<file path="src/rtl/button_debounce_pkg.sv">
// Shared types and helpers for the push-button debouncer.
// Optional feature macro: BUTTON_DEBOUNCE_AUTOREPEAT_EN (auto-repeat press pulses).
package button_debounce_pkg;

    // Per-channel debounce FSM state
    typedef enum logic [1:0] {
        ST_RELEASED    = 2'd0,
        ST_PRESS_CHK   = 2'd1,
        ST_PRESSED     = 2'd2,
        ST_RELEASE_CHK = 2'd3
    } db_state_e;

    // Number of flops in the input synchroniser
    localparam int SYNC_DEPTH = 2;

    // Bits needed to hold values 0..n (at least one bit)
    function automatic int cnt_width(input int n);
        return (n < 1) ? 1 : $clog2(n + 1);
    endfunction

endpackage

</file>
<file path="src/rtl/button_debounce_ch.sv">
// One button channel: polarity fix, 2-flop synchroniser, debounce FSM with
// stability counter, registered level and press/release pulses.
// Optional feature macro: BUTTON_DEBOUNCE_AUTOREPEAT_EN adds a hold counter
// that re-issues press pulses while the button stays held.
module button_debounce_ch
    import button_debounce_pkg::*;
#(
    parameter int DEBOUNCE_CYCLES = 65536,
    parameter bit ACTIVE_LOW      = 1'b1
`ifdef BUTTON_DEBOUNCE_AUTOREPEAT_EN
    ,
    parameter int HOLD_CYCLES     = 8388608,
    parameter int REPEAT_CYCLES   = 2097152
`endif
) (
    input  logic clk,
    input  logic reset,
    input  logic button_i,
    output logic level_o,
    output logic press_o,
    output logic release_o
);

    localparam int             CW       = cnt_width(DEBOUNCE_CYCLES);
    localparam logic [CW-1:0]  CNT_LAST = CW'(DEBOUNCE_CYCLES - 1);

    logic                  raw_pressed;
    logic [SYNC_DEPTH-1:0] sync_q;
    logic                  s;

    db_state_e             state_q, state_d;
    logic [CW-1:0]         cnt_q, cnt_d;
    logic                  level_q, level_d;
    logic                  press_q, press_d;
    logic                  release_q, release_d;
    logic                  press_nxt;

    // Normalise so that 1 always means "pressed" before synchronising
    assign raw_pressed = ACTIVE_LOW ? ~button_i : button_i;
    assign s           = sync_q[SYNC_DEPTH-1];

    // Synchroniser shift chain for the asynchronous pin
    always_ff @(posedge clk) begin
        if (reset) begin
            sync_q <= '0;
        end else begin
            sync_q <= {sync_q[SYNC_DEPTH-2:0], raw_pressed};
        end
    end

    // Next-state logic: a change is accepted only after DEBOUNCE_CYCLES
    // consecutive samples at the new value; any opposite sample restarts
    always_comb begin
        state_d   = state_q;
        cnt_d     = cnt_q;
        level_d   = level_q;
        press_d   = 1'b0;
        release_d = 1'b0;
        case (state_q)
            ST_RELEASED: begin
                if (s) begin
                    state_d = ST_PRESS_CHK;
                    cnt_d   = CW'(1);
                end
            end
            ST_PRESS_CHK: begin
                if (!s) begin
                    state_d = ST_RELEASED;
                    cnt_d   = '0;
                end else if (cnt_q == CNT_LAST) begin
                    state_d = ST_PRESSED;
                    cnt_d   = '0;
                    level_d = 1'b1;
                    press_d = 1'b1;
                end else begin
                    cnt_d = cnt_q + CW'(1);
                end
            end
            ST_PRESSED: begin
                if (!s) begin
                    state_d = ST_RELEASE_CHK;
                    cnt_d   = CW'(1);
                end
            end
            ST_RELEASE_CHK: begin
                if (s) begin
                    // Bounce back to held: no pulse, level never dropped
                    state_d = ST_PRESSED;
                    cnt_d   = '0;
                end else if (cnt_q == CNT_LAST) begin
                    state_d   = ST_RELEASED;
                    cnt_d     = '0;
                    level_d   = 1'b0;
                    release_d = 1'b1;
                end else begin
                    cnt_d = cnt_q + CW'(1);
                end
            end
            default: begin
                state_d = ST_RELEASED;
                cnt_d   = '0;
                level_d = 1'b0;
            end
        endcase
    end

`ifdef BUTTON_DEBOUNCE_AUTOREPEAT_EN
    localparam int            HMAX      = (HOLD_CYCLES > REPEAT_CYCLES) ? HOLD_CYCLES : REPEAT_CYCLES;
    localparam int            HW        = cnt_width(HMAX);
    localparam logic [HW-1:0] HOLD_LAST = HW'(HOLD_CYCLES - 1);
    localparam logic [HW-1:0] REP_LAST  = HW'(REPEAT_CYCLES - 1);

    logic [HW-1:0] hold_q, hold_d;
    logic          rep_q, rep_d;   // first repeat already issued
    logic          rep_fire;

    // Hold counter: cleared on acceptance, advances only while staying in
    // PRESSED, so it freezes across a RELEASE_CHK excursion
    always_comb begin
        hold_d   = hold_q;
        rep_d    = rep_q;
        rep_fire = 1'b0;
        if (state_q == ST_PRESS_CHK && s && cnt_q == CNT_LAST) begin
            hold_d = '0;
            rep_d  = 1'b0;
        end else if (state_q == ST_PRESSED && s) begin
            if (hold_q == (rep_q ? REP_LAST : HOLD_LAST)) begin
                hold_d   = '0;
                rep_d    = 1'b1;
                rep_fire = 1'b1;
            end else begin
                hold_d = hold_q + HW'(1);
            end
        end
    end

    // Hold counter registers
    always_ff @(posedge clk) begin
        if (reset) begin
            hold_q <= '0;
            rep_q  <= 1'b0;
        end else begin
            hold_q <= hold_d;
            rep_q  <= rep_d;
        end
    end

    assign press_nxt = press_d | rep_fire;
`else
    assign press_nxt = press_d;
`endif

    // State, counter and registered outputs
    always_ff @(posedge clk) begin
        if (reset) begin
            state_q   <= ST_RELEASED;
            cnt_q     <= '0;
            level_q   <= 1'b0;
            press_q   <= 1'b0;
            release_q <= 1'b0;
        end else begin
            state_q   <= state_d;
            cnt_q     <= cnt_d;
            level_q   <= level_d;
            press_q   <= press_nxt;
            release_q <= release_d;
        end
    end

    assign level_o   = level_q;
    assign press_o   = press_q;
    assign release_o = release_q;

endmodule

</file>
<file path="src/rtl/button_debounce.sv">
// Debounces N raw push-buttons into clean levels plus one-cycle
// press/release pulses; one independent channel per button.
// Optional feature macro: BUTTON_DEBOUNCE_AUTOREPEAT_EN (auto-repeat).
module button_debounce
    import button_debounce_pkg::*;
#(
    parameter int N               = 4,
    parameter int DEBOUNCE_CYCLES = 65536,
    parameter bit ACTIVE_LOW      = 1'b1,
    parameter int HOLD_CYCLES     = 8388608,
    parameter int REPEAT_CYCLES   = 2097152
) (
    input  logic         clk,
    input  logic         reset,
    input  logic [N-1:0] button_i,
    output logic [N-1:0] level_o,
    output logic [N-1:0] press_o,
    output logic [N-1:0] release_o
);

    localparam bit CFG_OK = (DEBOUNCE_CYCLES >= 2) && (HOLD_CYCLES >= 1) && (REPEAT_CYCLES >= 1);

    // Reject unusable parameter sets at elaboration
    generate
        if (!CFG_OK) begin : g_cfg_err
            $error("button_debounce: DEBOUNCE_CYCLES must be >= 2, HOLD/REPEAT_CYCLES >= 1");
        end
    endgenerate

    // One debouncer per button; channels share nothing but clock and reset
    for (genvar i = 0; i < N; i++) begin : g_ch
        button_debounce_ch #(
            .DEBOUNCE_CYCLES (DEBOUNCE_CYCLES),
            .ACTIVE_LOW      (ACTIVE_LOW)
`ifdef BUTTON_DEBOUNCE_AUTOREPEAT_EN
            ,
            .HOLD_CYCLES     (HOLD_CYCLES),
            .REPEAT_CYCLES   (REPEAT_CYCLES)
`endif
        ) u_ch (
            .clk       (clk),
            .reset     (reset),
            .button_i  (button_i[i]),
            .level_o   (level_o[i]),
            .press_o   (press_o[i]),
            .release_o (release_o[i])
        );
    end

endmodule
</file>
<file path="config.mk">
export PLATFORM = sky130hd
export DESIGN_NAME = button_debounce
export DESIGN_NICKNAME = d
export VERILOG_FILES = /design/src/rtl/button_debounce_pkg.sv /design/src/rtl/button_debounce_ch.sv /design/src/rtl/button_debounce.sv
export SDC_FILE = /design/constraint.sdc
export NUM_CORES = 1
export LEC_CHECK = 0
export ABC_AREA = 1
export CORE_UTILIZATION = 50
export CTS_CLUSTER_DIAMETER = 40
export DETAILED_ROUTE_END_ITERATION = 6
export PLACE_DENSITY = 0.77
export SYNTH_ARGS = -nofsm -noshare
export SYNTH_HDL_FRONTEND = slang
export SYNTH_SLANG_ARGS = --single-unit
</file>
<file path="constraint.sdc">
create_clock -name clk -period 1.8 [get_ports clk]
set_input_delay 0.36 -clock clk [delete_from_list [all_inputs] [get_ports clk]]
set_output_delay 0.36 -clock clk [all_outputs]
set_load 0.02 [all_outputs]
</file>
==> flow_summary.toml <==
[run_status]
status = "finished clean"

[clock_network]
htree_levels = 3
cts_root_buf = "clkbuf_8"
clk-insertion-delay-late_ps = 370
clk_pin_slew_ps = 90
cts_sinks = 96
postCtsHoldBufs = 0
clockBufferDepth = 2
cts_tree = "built"
numCtsBuffers = 9

[die]
dieHeight_um = 104
coreArea_um2 = 10200
io_pins = 18
row_count = 37
dieArea_um2 = 10900
fp.dieW_um = 104
start_util_pct = 51.2

[routing]
routed_via_density = 4.94
dr.pass1.iters = 4
first_iter_violations = 207
routed_wl_um = 10500
drc_errors = 0
wl_per_cell_um = 10.9
ant_nets = 0
vias = 4754

[worst_setup_path]
critPathMaxFanout = 2
slowest_stage = "clkdlybuf4s50_1"
crit_family = "buffers and inverters"
required_ps = 1440
path_class = "register to output port"
path_cells = "clkdlybuf4s50_1"
cp-end-kind = "output port"
crit_buf_inv = 1
max_stage_delay_ps = 610
start_kind = "register"
worstPathArrival_ps = 1350

[final_layout]
final_util_pct = 57.0
diodes = 0
area_growth_pct = 11.4
layout_commonest_cell = "nand2_1"
layout_common_cells = "200 x nand2_1, 114 x nor2_1, 107 x inv_1"
final_nets = 831
final_area_um2 = 5840
layout-drive-gt1-share_pct = 11.0

[synthesis]
synth.ff_latch_count = 96
ys_warn_count = 0
synthSimpleGateAreaFrac_pct = 39.3
synth_fa_ha_area_share_pct = 0.955
synth.mux.area_fraction_pct = 0
synth_top_area_share_pct = 36.7
synth-edff-count = 0
synth_top_family_by_area = "simple AND/OR/NAND/NOR gates"
yosys-top-cells-area = "dfxtp_1 37%, nand2_1 14%, nor2_1 8.2%"
ys.flop_type = "dfxtp_1"
synthXorXnorAreaFrac_pct = 3.18
synth-seq-area-share_pct = 36.7
synth_nets = 808
synth_cell_types = 34
synth_compound_area_share_pct = 8.72
synth_area_leader_cell = "dfxtp_1"
async_reset_ff_share_pct = 0
avgSynthCellArea_um2 = 6.57
syn_area_um2 = 5240
syn_inst = 798

[grt]
globalRouteOverflowTotal = 0
grt_use_total_pct = 20.6
antenna_found_initial = 0
grt_first_pass_wirelength_um = 18500
grt_pass1_vias = 4257
grt_start_max_net_pins = 50

[sta]
setup_violations = 0
fmax_mhz = 586
relSlewSlack_pct = 72.0
fin_skew_ps = 10.7
min_period_ps = 1710
hold_viol = 0
min_period_over_period_pct = 94.8
tightest_slew_ps = 417
finalMaxSlewViolations = 0
hold_slack_ps = 408

[placement]
hpwl_um = 7540
gp_congestion = 0.865
dpl_cell_area_um2 = 5600
io_buffers = 17

[power_and_ir_drop]
cellLeakagePower_uw = 0.00219
p_total_uw = 3780
cellPowerDensity_nw_per_um2 = 648
peakVddDrop_mv = 0.333

[min_path]
hold_class = "register to register"

[run]
cap_viol_max_count = 0
==> final cells by class <==
class	count	area (µm²)
Clock buffer	12	135
Clock inverter	4	45.0
Fill cell	965	4400
Inverter	114	429
Multi-Input combinational cell	560	2780
Sequential cell	96	1920
Tap cell	136	170
Timing Repair Buffer	40	350
==> where the power goes <==
part           switching [µW]  internal, µW  leakage (µW)
clock network             740           638     0.0000941
logic                     154          78.6       0.00131
registers                22.3          2150      0.000777
total                     916          2870       0.00219
==> flip-flops by register name, indices dropped and copies added (netlist names), named ones only <==
signal and cells:
g_ch.u_ch.cnt_q 68, g_ch.u_ch.sync_q 8, g_ch.u_ch.level_o 4, g_ch.u_ch.press_o 4, g_ch.u_ch.release_o 4, g_ch.u_ch.state_q 4
==> worst paths after layout <==
path | start | endpoint | slack (ps) | depth (start not counted)
max | g_ch[1].u_ch.level_o$_SDFFE_PP0P_ | level_o[1] | 90 | 1
min | g_ch[0].u_ch.sync_q[0]$_SDFF_PP0_ | g_ch[0].u_ch.sync_q[1]$_SDFF_PP0_ | 410 | 2
max reg2reg | g_ch[3].u_ch.cnt_q[1]$_SDFFE_PP0P_ | g_ch[3].u_ch.cnt_q[5]$_SDFFE_PP0P_ | 150 | 10
min reg2reg | g_ch[0].u_ch.sync_q[0]$_SDFF_PP0_ | g_ch[0].u_ch.sync_q[1]$_SDFF_PP0_ | 410 | 2
==> timing repair <==
| item | CTS | global route |
|---|---|---|
| resized for setup | 0 | 13 |
| buffers inserted | 0 | 1 |
| endpoints found under the setup margin | 0 | 42 |
==> per-stage QoR <==
step	TNS [ps]	worst slack [ps]	instances
6_report	0	93.8	962
5_1_grt	-3.12	-2.69	962
4_1_cts	0	40.2	961
3_5_place_dp	0	53.9	945
3_3_place_gp	0	99.9	945
2_1_floorplan	0	252	798
==> kinds of logic after synthesis <==
logic type               count (synthesis)
AO/OA/AOI/OAI                           87
XOR/XNOR                                19
adder cells (fa/ha/maj)                  4
buffers and inverters                  142
flip-flops                              96
AND/OR/NAND/NOR                        450
==> routing by layer <==
layer  global-route usage [%]  share of wire [%]  wire [µm]
met5                        0                  0          0
met4                     9.39                1.8        193
met3                     2.63                3.2        340
met2                     33.4                 44       4640
met1                     27.2                 51       5310
==> Yosys cell counts, types with 3 or more instances <==
cell type	count
xnor2_1	7
nor2_2	9
nand2_1	201
nand3_1	51
inv_1	107
clkbuf_1	8
xor2_1	12
o21ai_0	31
o21a_1	4
nor3_2	3
nand4_1	28
nor3_1	14
nand3_4	3
buf_2	6
o21bai_1	3
ha_1	4
dfxtp_1	96
nand2_4	3
nand2_2	6
a21oi_1	47
nor2_4	9
buf_4	12
inv_2	6
nor2_1	115
No activity file was read; power rests on OpenSTA's default activity.
